## config.mk

```make
export PLATFORM = sky130hd
export DESIGN_NAME = reset_sequencer_flat
export DESIGN_NICKNAME = d
export VERILOG_FILES = /design/src/rtl/reset_sequencer_if.sv /design/src/rtl/reset_sequencer.sv /design/src/flat_wrapper.sv
export SDC_FILE = /design/constraint.sdc
export NUM_CORES = 1
export LEC_CHECK = 0
export CORE_MARGIN = 1.5
export CORE_UTILIZATION = 48
export CTS_BUF_LIST = sky130_fd_sc_hd__clkbuf_16
export CTS_CLUSTER_SIZE = 8
export DETAILED_ROUTE_END_ITERATION = 12
export PLACE_DENSITY = 0.81
export SLEW_MARGIN = 20
export SYNTH_ARGS = -nofsm -noshare
export SYNTH_HDL_FRONTEND = slang
export SYNTH_SLANG_ARGS = --single-unit
```

## constraint.sdc

```tcl
create_clock -name clk -period 2.13 [get_ports clk]
set_input_delay 0.426 -clock clk [delete_from_list [all_inputs] [get_ports clk]]
set_output_delay 0.426 -clock clk [all_outputs]
set_load 0.01 [all_outputs]
```

## src/rtl/reset_sequencer_if.sv

```systemverilog
// Request/status bundle between the reset sequencer and the control register block.
interface reset_sequencer_if #(
    parameter int unsigned NUM_OUT = 3
);
    logic               swReq;
    logic               wdogExpire;
    logic               holdReq;
    logic [NUM_OUT-1:0] rstOut;
    logic               busy;
    logic               done;
    logic [3:0]         cause;

    modport master (
        output swReq, wdogExpire, holdReq,
        input  rstOut, busy, done, cause
    );

    modport slave (
        input  swReq, wdogExpire, holdReq,
        output rstOut, busy, done, cause
    );
endinterface

```

## src/rtl/reset_sequencer.sv

```systemverilog
// Stretches power-on/software/watchdog/hold reset requests and releases the
// reset outputs one by one in index order, reporting busy/done and the cause.
module reset_sequencer #(
    parameter int unsigned NUM_OUT    = 3,
    parameter int unsigned MIN_ASSERT = 16,
    parameter int unsigned STAGE_GAP  = 4
) (
    input logic              clk,
    input logic              rst,
    reset_sequencer_if.slave bus
);
    localparam int unsigned CNT_SPAN = (MIN_ASSERT > STAGE_GAP) ? MIN_ASSERT : STAGE_GAP;
    localparam int unsigned CNT_W    = $clog2(CNT_SPAN) + 1;
    localparam int unsigned IDX_W    = (NUM_OUT > 1) ? $clog2(NUM_OUT) : 1;

    localparam logic [CNT_W-1:0] CNT_MAX     = '1;
    localparam logic [CNT_W-1:0] ASSERT_LAST = CNT_W'(MIN_ASSERT - 1);
    localparam logic [CNT_W-1:0] GAP_LAST    = CNT_W'(STAGE_GAP - 1);
    localparam logic [IDX_W-1:0] IDX_LAST    = IDX_W'(NUM_OUT - 1);

    typedef enum logic [1:0] {IDLE, ASSERT, RELEASE, DONE} stateT;

    stateT              state,     stateNxt;
    logic [CNT_W-1:0]   cnt,       cntNxt;
    logic [IDX_W-1:0]   idx,       idxNxt;
    logic [NUM_OUT-1:0] rstOutQ,   rstOutNxt;
    logic               busyQ,     busyNxt;
    logic               doneQ,     doneNxt;
    logic [3:0]         causeQ,    causeNxt;

    logic [3:0] reqBits;
    logic       anyReq;
    logic       restartSeq;

    assign reqBits = {bus.holdReq, bus.wdogExpire, bus.swReq, 1'b0};
    assign anyReq  = bus.swReq | bus.wdogExpire | bus.holdReq;
    // holdReq inside ASSERT only extends the assert window; it does not restart it
    assign restartSeq = (state != IDLE) &&
                        (bus.swReq || bus.wdogExpire || (bus.holdReq && state != ASSERT));

    always_ff @(posedge clk or posedge rst) begin
        if (rst) begin
            state   <= ASSERT;
            cnt     <= '0;
            idx     <= '0;
            rstOutQ <= '1;
            busyQ   <= 1'b1;
            doneQ   <= 1'b0;
            causeQ  <= 4'b0001;
        end else begin
            state   <= stateNxt;
            cnt     <= cntNxt;
            idx     <= idxNxt;
            rstOutQ <= rstOutNxt;
            busyQ   <= busyNxt;
            doneQ   <= doneNxt;
            causeQ  <= causeNxt;
        end
    end

    always_comb begin
        stateNxt  = state;
        cntNxt    = cnt;
        idxNxt    = idx;
        rstOutNxt = rstOutQ;
        causeNxt  = causeQ;

        if (restartSeq) begin
            stateNxt  = ASSERT;
            cntNxt    = '0;
            idxNxt    = '0;
            rstOutNxt = '1;
            causeNxt  = causeQ | reqBits;
        end else begin
            case (state)
                IDLE: begin
                    if (anyReq) begin
                        stateNxt  = ASSERT;
                        cntNxt    = '0;
                        idxNxt    = '0;
                        rstOutNxt = '1;
                        causeNxt  = reqBits;
                    end
                end
                ASSERT: begin
                    causeNxt = causeQ | reqBits;
                    if (cnt >= ASSERT_LAST && !bus.holdReq) begin
                        stateNxt = RELEASE;
                        cntNxt   = '0;
                        idxNxt   = '0;
                    end else if (cnt != CNT_MAX) begin
                        cntNxt = cnt + CNT_W'(1);
                    end
                end
                RELEASE: begin
                    if (cnt == GAP_LAST) begin
                        cntNxt    = '0;
                        rstOutNxt = rstOutQ & ~(NUM_OUT'(1) << idx);
                        if (idx == IDX_LAST) begin
                            stateNxt = DONE;
                        end else begin
                            idxNxt = idx + IDX_W'(1);
                        end
                    end else begin
                        cntNxt = cnt + CNT_W'(1);
                    end
                end
                DONE: begin
                    stateNxt = IDLE;
                end
                default: begin
                    stateNxt = IDLE;
                end
            endcase
        end

        busyNxt = (stateNxt != IDLE);
        doneNxt = (stateNxt == DONE);
    end

    assign bus.rstOut = rstOutQ;
    assign bus.busy   = busyQ;
    assign bus.done   = doneQ;
    assign bus.cause  = causeQ;
endmodule

```

## src/flat_wrapper.sv

```systemverilog
// flat-port wrapper written by rule: the top's interface ports become plain ports
module reset_sequencer_flat 
#(
    parameter int unsigned NUM_OUT    = 3,
    parameter int unsigned MIN_ASSERT = 16,
    parameter int unsigned STAGE_GAP  = 4
)
  (clk, rst, bus_swReq, bus_wdogExpire, bus_holdReq, bus_rstOut, bus_busy, bus_done, bus_cause);
  reset_sequencer_if #(.NUM_OUT(NUM_OUT)) bus_i ();
  input logic clk;
  input logic rst;
  input wire logic [$bits(bus_i.swReq)-1:0] bus_swReq;
  input wire logic [$bits(bus_i.wdogExpire)-1:0] bus_wdogExpire;
  input wire logic [$bits(bus_i.holdReq)-1:0] bus_holdReq;
  output wire logic [$bits(bus_i.rstOut)-1:0] bus_rstOut;
  output wire logic [$bits(bus_i.busy)-1:0] bus_busy;
  output wire logic [$bits(bus_i.done)-1:0] bus_done;
  output wire logic [$bits(bus_i.cause)-1:0] bus_cause;
  assign bus_i.swReq = bus_swReq;
  assign bus_i.wdogExpire = bus_wdogExpire;
  assign bus_i.holdReq = bus_holdReq;
  assign bus_rstOut = bus_i.rstOut;
  assign bus_busy = bus_i.busy;
  assign bus_done = bus_i.done;
  assign bus_cause = bus_i.cause;
  reset_sequencer #(.NUM_OUT(NUM_OUT), .MIN_ASSERT(MIN_ASSERT), .STAGE_GAP(STAGE_GAP)) u_core (.clk(clk), .rst(rst), .bus(bus_i));
endmodule
```

Word-level counts from Yosys, hierarchy flattened --
Index checks and enable logic that the tools add are counted.
Storage, ports and cells: output and inout port bits 9, flip-flop bits (word level) 18, ROM bits 0, memories 0, bits in writable memories 0, input port bits 5, logic and storage cells 70, latch bits 0
Cells by class: $add $sub $neg 2, bitwise gates (word level) 5, multiply operators 0, mux-type cells 25, reduce and logical (&&, ||, !) cells 16, eq/ne operators 13, div/mod/pow operators 0, magnitude comparators 1, shifts and indexed selects 1
Operator list (number):
- 2-to-1 mux 5 bit | 5
- 2-to-1 mux 2 bit | 10
- one-hot mux 5 bit (3 select lines) | 1
- 2-to-1 mux 3 bit | 3
- != test 3 x 1 -> 1 bit, second input constant | 3
- == test 2 bit, second input constant | 4
- 2-to-1 mux 4 bit | 2
- one-hot mux 2 bit (4 select lines) | 1
- one-hot mux 4 bit (2 select lines) | 1
- one-hot mux 2 bit (3 select lines) | 1
- one-hot mux 3 bit (2 select lines) | 1
- AND reduction 3 bit | 2
- nonzero test 3 bit | 2
- adder 5 x 1 -> 5 bit, second input constant | 1
- == test 5 x 2 -> 1 bit, second input constant | 1
- greater-or-equal comparator 5 x 4 -> 1 bit, second input constant | 1
- != test 5 bit, second input constant | 1
- AND reduction 5 bit | 1
- != test 4 x 1 -> 1 bit, second input constant | 1
- OR 4 bit | 1
- nonzero test 2 bit | 2
- nonzero test 4 bit | 1
- AND 3 bit | 1
- logical AND 1 bit | 3
- other kinds (11) | 13

Longest topological paths before layout --
Gate-level depths: netlist of run 1.
word-level depth 6, gate-level depth with buffers 8, mapped depth without buffers 8

Worst setup path after synthesis of run 1 --
Ideal clock, no wire load.
path kind register -> register, start reg u_core.cnt[0], end reg u_core.cnt[3], setup slack -0.014 ns, arrival time 2.007 ns, cell stages (with the launch flop) 9, setup time 0.137 ns, clock period less this slack 2.144 ns, cell sequence dfrtp_1 ha_1 and3_1 ha_1 o21bai_1 o211ai_2 o311ai_2 nand2b_1 o311ai_2
On the way: longest elaborated chain between the ends 5, elaborated cells on any way between the ends 12, classes of those cells add/sub (1); order compare (1); eq/ne (3); mux (5); reduce/logical (2)
Ends and longest elaborated chain:
- start: declaration | RTL line reset_sequencer.sv:24 | logic [CNT_W-1:0] cnt, cntNxt;
- start signal: assignment | RTL line reset_sequencer.sv:52 | cnt <= cntNxt;
- adder 5 x 1 -> 5 bit or greater-or-equal comparator 5 x 4 -> 1 bit (tied branches) | RTL line reset_sequencer.sv:92, reset_sequencer.sv:105, reset_sequencer.sv:87
- 2-to-1 mux 5 bit or logical AND 1 bit (tied branches) | RTL line reset_sequencer.sv:91, reset_sequencer.sv:87
- 2-to-1 mux 5 bit | RTL line reset_sequencer.sv:87 | if (cnt >= ASSERT_LAST && !bus.holdReq) begin
- one-hot mux 5 bit (3 select lines) | RTL line reset_sequencer.sv:75 | case (state)
- 2-to-1 mux 5 bit | RTL line reset_sequencer.sv:68 | if (restartSeq) begin
Several ways; a longest one is shown, not always the timed one. The select of a mux whose other input is x is not followed. A chain may end at the register's enable or synchronous reset.

Worst setup path after layout of run 1 --
start reg u_core.cnt[0], end reg u_core.doneQ, in the netlist u_core.bus.done
On the way: longest elaborated chain between the ends 6, elaborated cells on any way between the ends 8, classes of those cells order compare (1); eq/ne (2); mux (4); reduce/logical (1)
Ends and longest elaborated chain:
- greater-or-equal comparator 5 x 4 -> 1 bit | RTL line reset_sequencer.sv:87
- logical AND 1 bit | RTL line reset_sequencer.sv:87
- 2-to-1 mux 2 bit | RTL line reset_sequencer.sv:87
- one-hot mux 2 bit (4 select lines) * | RTL line reset_sequencer.sv:75
- 2-to-1 mux 2 bit * | RTL line reset_sequencer.sv:68
- == test 2 bit * | RTL line reset_sequencer.sv:118 | doneNxt = (stateNxt == DONE);
- net u_core.doneNxt | RTL line reset_sequencer.sv:28 | logic doneQ, doneNxt;
- end signal: assignment | RTL line reset_sequencer.sv:56 | doneQ <= doneNxt;
- end: declaration | RTL line reset_sequencer.sv:28
The timed path passes the listed nets; every way through them passes the cells marked *.

==> results of run 1 <==
==> flip-flops by register name, indices dropped and copies added, names as in the netlist <==
register and flops:
u_core.idx 2, u_core.bus.done 1, u_core.bus.cause 4, u_core.cnt 5, u_core.state 2, u_core.bus.busy 1, u_core.bus.rstOut 3
==> layer usage <==
metal	global-route usage	part of all wire
met1	0.2561	0.43
met2	0.3816	0.51
met3	0.03801	0.044
met4	0.1216	0.021
met5	0	0
==> logic make-up after synthesis <==
family | Yosys count
AND/OR/NAND/NOR | 35
adder cells (fa/ha/maj) | 11
flip-flops | 18
buffers and inverters | 19
AO/OA/AOI/OAI | 36
==> layout by cell type, fill, tap and decap left out, types with 2 or more instances in the layout <==
cell / netlist / final
a21o_1: 4 / 4
a21oi_1: 6 / 6
buf_4: 0 / 12
clkbuf_16: 0 / 3
clkdlybuf4s50_1: 0 / 13
dfrtp_1: 12 / 12
dfstp_2: 6 / 6
ha_1: 11 / 9
inv_1: 18 / 18
nand2_1: 13 / 13
nor2_1: 6 / 4
nor2_2: 1 / 3
nor2b_1: 2 / 2
nor3_1: 2 / 2
o21ai_0: 15 / 14
==> repair_timing <==
| action | CTS | global route |
|---|---|---|
| endpoints found under the setup margin | 6 | 10 |
| gates resized for setup | 4 | 11 |
| pin swaps | 2 | 6 |
==> power groups by stage <==
stage,Combinational [mW],Sequential [mW],Clock (mW)
final,0.0517,0.348,0.377
after global routing,0.0569,0.349,0.405
after floorplan,0.0192,0.355,0
after CTS,0.0496,0.348,0.381
after global placement,0.0463,0.354,0
after detailed placement,0.0483,0.354,0
==> through the flow <==
step | power (mW) | hold WS [ns] | worst slack (ns) | util
floorplan | 0.3741 | 0.3602 | 0.01821 | -
global placement | 0.4000 | 0.4630 | 0.07520 | 0.6236
detailed placement | 0.4020 | 0.4655 | -0.07304 | 0.6236
CTS | 0.7789 | 0.4772 | 0.004083 | 0.6676
global route | 0.8102 | 0.5024 | -0.007830 | 0.6910
finish | 0.7769 | 0.4727 | 0.08389 | 0.6910
==> path summary, 6_finish.rpt <==
path	end	slack, ns	cells after the start
setup / recovery	u_core.bus.done	0.08	7
hold / removal	u_core.bus.cause[2]	0.47	1
setup reg to reg	u_core.bus.done	0.08	7
hold reg to reg	u_core.bus.cause[2]	0.47	1
max in group asynchronous	u_core.idx[1]	1.11	2
min in group asynchronous	u_core.bus.cause[2]	0.58	2
==> cell type report <==
class                   instances  area (um^2)  area share
inverters                      18        67.56     0.04463
clock buffers                   3        75.07     0.04959
multi-input cells              82        646.9      0.4273
repair buffers                 26        231.5      0.1529
well taps                      28        35.03     0.02314
flip-flops and latches         18        457.9      0.3025
==> reports/metrics.csv, run 1 <==
stage,metric,value,unit
placed_design,placed_cell_area,0.001366,mm^2
yosys,synthCells,119,
yosys,synth_area_leaders,"dfrtp_1 (27%), dfstp_2 (14%), ha_1 (13%), o21ai_0 (6.8%), inv_1 (6.2%)",
setup_path,critPathKind,reg2reg,
cells_and_area,nNetsFinal,165,
floorplanning,start_util,0.5014,
global_route,grt_max_degree,19,
setup_path,cp-start-kind,register,
setup_path,max_stage_delay,0.48,ns
yosys,syn_nets,135,
clock_tree,h-tree-depth,1,
timing,clock.fmax,0.4887,GHz
yosys,ys.flop_type,dfrtp_1,
routing,vias,989,
clock_tree,post_cts_buffers,0,
yosys,yosys.area_share.simple,0.1651,
setup_path,cpLargestDelayFamily,simple AND/OR/NAND/NOR gates,
global_route,antenna_found_initial,0,
clock_tree,clk_pin_slew,0.05,ns
yosys,yosysSeqAreaShare,0.4169,
yosys,yosysTopAreaCell,dfrtp_1,
floorplanning,dieArea,0.002585,mm^2
clock_tree,cts_buffers,3,
setup_path,crit_top_cell,nor2_2,
yosys,synth_top_area_frac,0.2733,
power,swShare,0.2051,
timing,setup_viol,0,
power,ir_worst_vdd,0.4031,mV
timing,post-route-period-util,0.9606,
power,power.static_leakage,0.6393,nW
clock_tree,clockRootBuffer,clkbuf_16,
power,combPwrFrac,0.067,
cells_and_area,stdcell_count,175,
clock_tree,holdBufCountCts,0,
yosys,synth_fa_ha_area_frac,0.1253,
yosys,synth_xor_xnor_area_share,0,
clock_tree,cts_tree,done,
yosys,synth-seq-cells,18,
placed_design,gp_congestion,0.9064,
setup_path,cp-end-kind,register,
setup_path,critPathLaunch,u_core.cnt[0],
routing,drt_iter0_drc,15,
routing,vias_per_cell,5.651,
timing,slew_headroom,0.5409,
cells_and_area,drive_gt1_frac,0.2653,
yosys,ys_types,32,
yosys,netlist_area,0.001099,mm^2
clock_tree,insertion_delay,0.25,ns
worst_hold_path,hold_path_class,reg2reg,
setup_path,crit_chain,ha_2 > buf_4 > or4b_4 > or3_1 > a221oi_4 > nor2_2 > nor2_2,
placed_design,port_buffers,13,
cells_and_area,design_area,0.001514,mm^2
yosys,synth_compound_area_frac,0.2267,
yosys,yosys_warnings,0,
floorplanning,ios,14,
timing,tightest_slew,0.6879,ns
cells_and_area,area_growth_syn_to_layout,37.81,%
job,cap_viol_max_count,0,
yosys,async_flop_share,1.000,
floorplanning,core,0.002191,mm^2
yosys,synth_top_family_by_area,compound AO/OA/AOI/OAI gates,
floorplanning,chipHeight,50.84,um
setup_path,slowest_stage,or4b_4,
setup_path,path_max_fanout,5,
status,status,completed,
routing,dr.pass1.iters,4,
routing,wl,2484,um
power,seqPwrFrac,0.449,
global_route,grt-ovfl-total,0,
power,switchingPower,159.4,uW
clock_tree,clock-sinks,18,
timing,clock_skew,0.002694,ns
routing,wl_per_cell,14.19,um
timing,finalHoldViolations,0,
cells_and_area,antenna_cells,0,
timing,tns,0,ns
worst_hold_path,min_from,u_core.bus.cause[2],
routing,drc,0,
placed_design,place_inst,172,
routing,drtAntennaViolNets,0,
global_route,grt.total_usage,0.2197,
yosys,muxShareOfSynthArea,0,
setup_path,worstPathArrival,2.23,ns
timing,slew_viol_final,0,
yosys,yosys-top-cells-count,"inv_1 (18), o21ai_0 (15), nand2_1 (13), dfrtp_1 (12), ha_1 (11)",
setup_path,cp.buffers_inverters,1,
cells_and_area,fillerInstances,152,
placed_design,place.detailed.hpwl,1768,um
power,power.internal,617.6,uW
global_route,first_global_vias,993,
timing,min_period,2.046,ns
yosys,synth-edff-count,0,
power,clkPwrFrac,0.485,
setup_path,cp.required,2.31,ns
global_route,grt_pass1_wl,4195,um
floorplanning,rows,17,
power,power.density,513.2,mW/mm^2
yosys,avgSynthCellArea,9.232,um^2
floorplanning,die_w,50.84,um
setup_path,r2r-start,u_core.cnt[0],
clock_tree,clk_path_buf_depth,2,
yosys,yosysMostFrequentCell,inv_1,
No activity file was read; power rests on OpenSTA's default activity.
==> inputs of run 2 (changes only) <==
Settings changed: CTS_CLUSTER_DIAMETER from default to 120.
==> results of run 2 <==
Final layout, timing and power as in run 1 (identical DEF).
==> inputs of run 3 (changes only) <==
Settings changed: CORE_UTILIZATION 48 to 53, PLACE_DENSITY 0.81 to 0.85.
Clock period 2.13 ns to 2.35 ns, I/O delays scaled along.
==> reports/metrics.csv, run 3 (synthesis results as in run 1) <==
stage,metric,value,unit
status,status,completed,
cells_and_area,area_growth_syn_to_layout,25.74,%
placed_design,gp_congestion,0.7892,
timing,post-route-period-util,0.9193,
clock_tree,clk_pin_slew,0.05,ns
power,clkPwrFrac,0.486,
power,swShare,0.1956,
cells_and_area,final_common_cell,inv_1,
clock_tree,h-tree-depth,1,
timing,finalHoldViolations,0,
cells_and_area,drive_gt1_frac,0.1643,
setup_path,r2r_cells,8,
floorplanning,dieArea,0.002355,mm^2
timing,fin_hold_ws,0.4806,ns
floorplanning,die_w,48.53,um
floorplanning,rows,16,
setup_path,crit_chain,ha_1 > and3_1 > ha_1 > o21bai_1 > o211ai_2 > o311ai_2 > nand2b_2 > o21ai_0,
setup_path,cp-start-kind,register,
cells_and_area,top_register,u_core.cnt,
clock_tree,clock-sinks,18,
global_route,antenna_found_initial,0,
floorplanning,core,0.001962,mm^2
clock_tree,clk_path_buf_depth,2,
setup_path,cp.depth,8,
setup_path,slowest_stage,dfrtp_1,
global_route,grt_max_degree,19,
clock_tree,cts_tree,done,
global_route,first_global_vias,959,
setup_path,cp.buffers_inverters,0,
floorplanning,start_util,0.5599,
setup_path,worstPathArrival,2.27,ns
timing,slew_headroom,0.5625,
power,power.static_leakage,0.6047,nW
power,combPwrFrac,0.057,
timing,min_period,2.160,ns
routing,drtAntennaViolNets,0,
routing,wl_per_cell,13.97,um
cells_and_area,fillerInstances,166,
setup_path,critPathKind,reg2reg,
power,power.density,501.4,mW/mm^2
timing,tns,0,ns
routing,wl,2333,um
setup_path,max_stage_delay,0.42,ns
clock_tree,clockRootBuffer,clkbuf_16,
cells_and_area,largest_reg_flops,5,
setup_path,r2r-start,u_core.cnt[0],
placed_design,place.detailed.hpwl,1822,um
clock_tree,insertion_delay,0.25,ns
setup_path,path_max_fanout,5,
cells_and_area,nNetsFinal,157,
job,cap_viol_max_count,0,
setup_path,cp.required,2.46,ns
setup_path,cpLargestDelayFamily,compound AO/OA/AOI/OAI gates,
timing,setup_viol,0,
setup_path,crit_end,u_core.cnt[0],
placed_design,port_buffers,13,
global_route,grt.total_usage,0.2157,
global_route,grt-ovfl-total,0,
power,power.internal,557.2,uW
timing,clock_skew,0.003838,ns
setup_path,critPathLaunch,u_core.cnt[0],
setup_path,worst-r2r-setup-slack,0.19,ns
floorplanning,chipHeight,48.53,um
routing,drt_iter0_drc,29,
worst_hold_path,hold_path_class,reg2reg,
floorplanning,ios,14,
routing,vias,920,
setup_path,cp-end-kind,register,
power,ir_worst_vdd,0.4665,mV
cells_and_area,antenna_cells,0,
clock_tree,cts_buffers,3,
timing,clock.fmax,0.4629,GHz
power,seqPwrFrac,0.457,
routing,drc,0,
global_route,grt_pass1_wl,3967,um
cells_and_area,final_cell_mix,"inv_1 (19), o21ai_0 (15), nand2_1 (13), clkdlybuf4s50_1 (13), dfrtp_1 (12)",
timing,slew_viol_final,0,
setup_path,regToRegEndpoint,u_core.cnt[0],
power,switchingPower,135.5,uW
routing,vias_per_cell,5.509,
setup_path,crit_top_cell,ha_1,
routing,dr.pass1.iters,4,
timing,tightest_slew,0.6556,ns
cells_and_area,postLayoutCoreUtil,0.7041,
timing,rsz0062_at_grt,no,
run 3: cell count changes in the layout (fill, tap and decap cells not counted), sizes merged:
cell,previous run,this run
buf,13,5
inv,18,19
run 3: layout make-up:
class | count | area, um^2 | area share
multi-input combinational | 82 | 575.6 | 0.4167
sequential | 18 | 457.9 | 0.3315
timing repair buffer | 18 | 167.7 | 0.1214
clock buffer | 3 | 75.07 | 0.05435
inverter | 18 | 67.56 | 0.04891
tap | 27 | 33.78 | 0.02446
clock inverter | 1 | 3.754 | 0.002717
run 3: worst min-delay path by stage:
| stage | startpoint | cells past startpoint | endpoint | slack (ns) |
|---|---|---|---|---|
| 5_1_grt | u_core.bus.cause[0] | 1 | u_core.bus.cause[0] | 0.50 |
| 3_3_place_gp | u_core.bus.cause[3] | 1 | u_core.bus.cause[3] | 0.46 |
| 2_1_floorplan | rst | 1 | u_core.bus.cause[1] | 0.40 |
| 3_5_place_dp | u_core.bus.rstOut[1] | 2 | u_core.bus.rstOut[1] | 0.48 |
| 4_1_cts | u_core.bus.rstOut[1] | 2 | u_core.bus.rstOut[1] | 0.49 |
| 6_report | u_core.bus.rstOut[1] | 2 | u_core.bus.rstOut[1] | 0.48 |
run 3: power by group through the flow:
stage | combinational, mW | sequential (mW) | clock [mW]
after floorplan | 0.0171 | 0.322 | 0
after global placement | 0.0366 | 0.321 | 0
after detailed placement | 0.0386 | 0.322 | 0
after CTS | 0.0389 | 0.317 | 0.344
after global routing | 0.0439 | 0.317 | 0.359
final | 0.0392 | 0.317 | 0.337
run 3: layer usage:
layer,vias to the layer above,part of all wire,track usage
met5,-,0,0
met4,0,0.0043,0.06667
met3,2,0.027,0.03086
met2,21,0.55,0.4028
met1,449,0.42,0.2545
li1,448,-,-
run 3: tightest hold or removal path, cell delays in order, from the launching register on:
cell     delay, ns
dfstp_2       0.36
o21ai_0       0.06
nand2_1       0.05
run 3: per-stage QoR:
stage / area, um^2 / instances / setup slack [ns] / total power [mW]
floorplan: 1099 / 119 / 0.2062 / 0.3388
global placement: 1295 / 163 / 0.2302 / 0.3579
detailed placement: 1295 / 163 / 0.1186 / 0.3605
CTS: 1374 / 167 / 0.1081 / 0.6994
global route: 1381 / 167 / 0.003445 / 0.7199
finish: 1381 / 167 / 0.1897 / 0.6926
run 3: timing repair:
item                       4_1_cts  5_1_grt
setup buffers                    0        0
hold buffers                     0        0
setup endpoints to repair        0        3
gates resized for setup          0        2
==> RTL edit: new RTL, config.mk and constraints of run 2 <==
Make the reset (`rst`) synchronous in one clocked block.
--- a/src/rtl/reset_sequencer.sv
+++ b/src/rtl/reset_sequencer.sv
@@ -38,7 +38,7 @@
     assign restartSeq = (state != IDLE) &&
                         (bus.swReq || bus.wdogExpire || (bus.holdReq && state != ASSERT));
 
-    always_ff @(posedge clk or posedge rst) begin
+    always_ff @(posedge clk) begin
         if (rst) begin
             state   <= ASSERT;
             cnt     <= '0;
Check against the original RTL: differs if rst is asserted again (counterexample within 4 cycles, from zero or initial values and one cycle with rst high); with rst held inactive, the same outputs for 10 cycles.
==> RTL edit against run 2 <==
- critical path type unchanged
- design area down 15%
- largest power group unchanged
- wire length down 15%
- fmax up 1.3%
- total power down 1.9%
- cell count down 7.4%
- synthesized area down 4.6%
- global-route usage down 2.2 points
- sequential cell count unchanged
- setup slack better by 0.026 ns
- core utilization down 4.7 points
- hold slack worse by 0.023 ns
==> RTL edit: results (changes against run 2) <==
* Outcome: complete, no violations (unchanged)
* Actual slew at the worst max-slew pin at 0.4485 ns (was 0.6879 ns)
* Worst Hold Path EP: u_core.bus.cause[0] (was u_core.bus.cause[2])
* Fraction of area in multi-input gates at 0.4947 (was 0.4273)
* Post-Place Cell Area at 1209 um2 (was 1366 um2)
* Fillers at 158 (was 152)
* Cell count after synthesis at 118 (was 119)
* Comb_multi_in at 91 (was 82)
* Internal power at 612.2 uW (was 617.6 uW)
* Synth area leaders: dfxtp_1 34%, ha_1 13%, nand3_1 5.3% (was dfrtp_1 27%, dfstp_2 14%, ha_1 13%)
* Most used flip-flop cell after synthesis: dfxtp_1 (was dfrtp_1)
* Fmax achieved at 0.4951 GHz (was 0.4887 GHz)
* Cells after DPL at 158 (was 172)
* Place WS at 0.03740 ns (was -0.07304 ns)
* Clock network contribution to total cell area at 0.06111 (was 0.04959)
* Worst reg-to-reg path cell count at 8 (was 7)
* Vias/cell at 5.549 (was 5.651)
* Clock share of power at 0.494 (was 0.485)
* Reg-to-Reg End: u_core.cnt[2] (was u_core.bus.done)
* Worst EP arrival at 2.16 ns (was 2.23 ns)
* Routed len/inst at 13.06 um (was 14.19 um)
* Worst Setup SP: u_core.cnt[1] (was u_core.cnt[0])
* Final Core Density at 0.6444 (was 0.6910)
* Sw frac at 0.1971 (was 0.2051)
* Cts repair resizes at 0 (was 4)
* CP delay by family, top: compound AO/OA/AOI/OAI gates (was simple AND/OR/NAND/NOR gates)
* Critical path's largest stage delay at 0.45 ns (was 0.48 ns)
* Vias in the first global route at 826 (was 993)
* WHS at 0.4500 ns (was 0.4727 ns)
* Post-Route WL at 2.115 mm (was 2.484 mm)
* Count of plain and timing-repair buffers at 17 (was 26)
[RTL edit: changes by cell type after synthesis, sizes merged, moves of 3 or more]
| cell | before | now |
|---|---|---|
| a21oi | 6 | 9 |
| a31oi | 0 | 3 |
| dfrtp | 12 | 0 |
| dfstp | 6 | 0 |
| dfxtp | 0 | 18 |
| inv | 18 | 5 |
| nand3 | 2 | 11 |
| nor2 | 7 | 10 |
| o21ai | 15 | 7 |
[RTL edit: cells by family after synthesis]
| group | after synthesis | synth area share |
|---|---|---|
| multiplexers | 1 | 0.009547 |
| AO/OA/AOI/OAI | 33 | 0.2267 |
| buffers and inverters | 9 | 0.05012 |
| adder cells (fa/ha/maj) | 11 | 0.1313 |
| AND/OR/NAND/NOR | 46 | 0.2387 |
| flip-flops | 18 | 0.3437 |
[RTL edit: routing by layer]
metal  global-route usage  part of all wire  vias up  wire (um)
met5                    0                 0        -          0
met4              0.09722             0.020        0         42
met3              0.03636             0.031        5         65
met2               0.3178              0.46       18        981
met1               0.2524              0.49      411       1026
li1                     -                 -      465          -
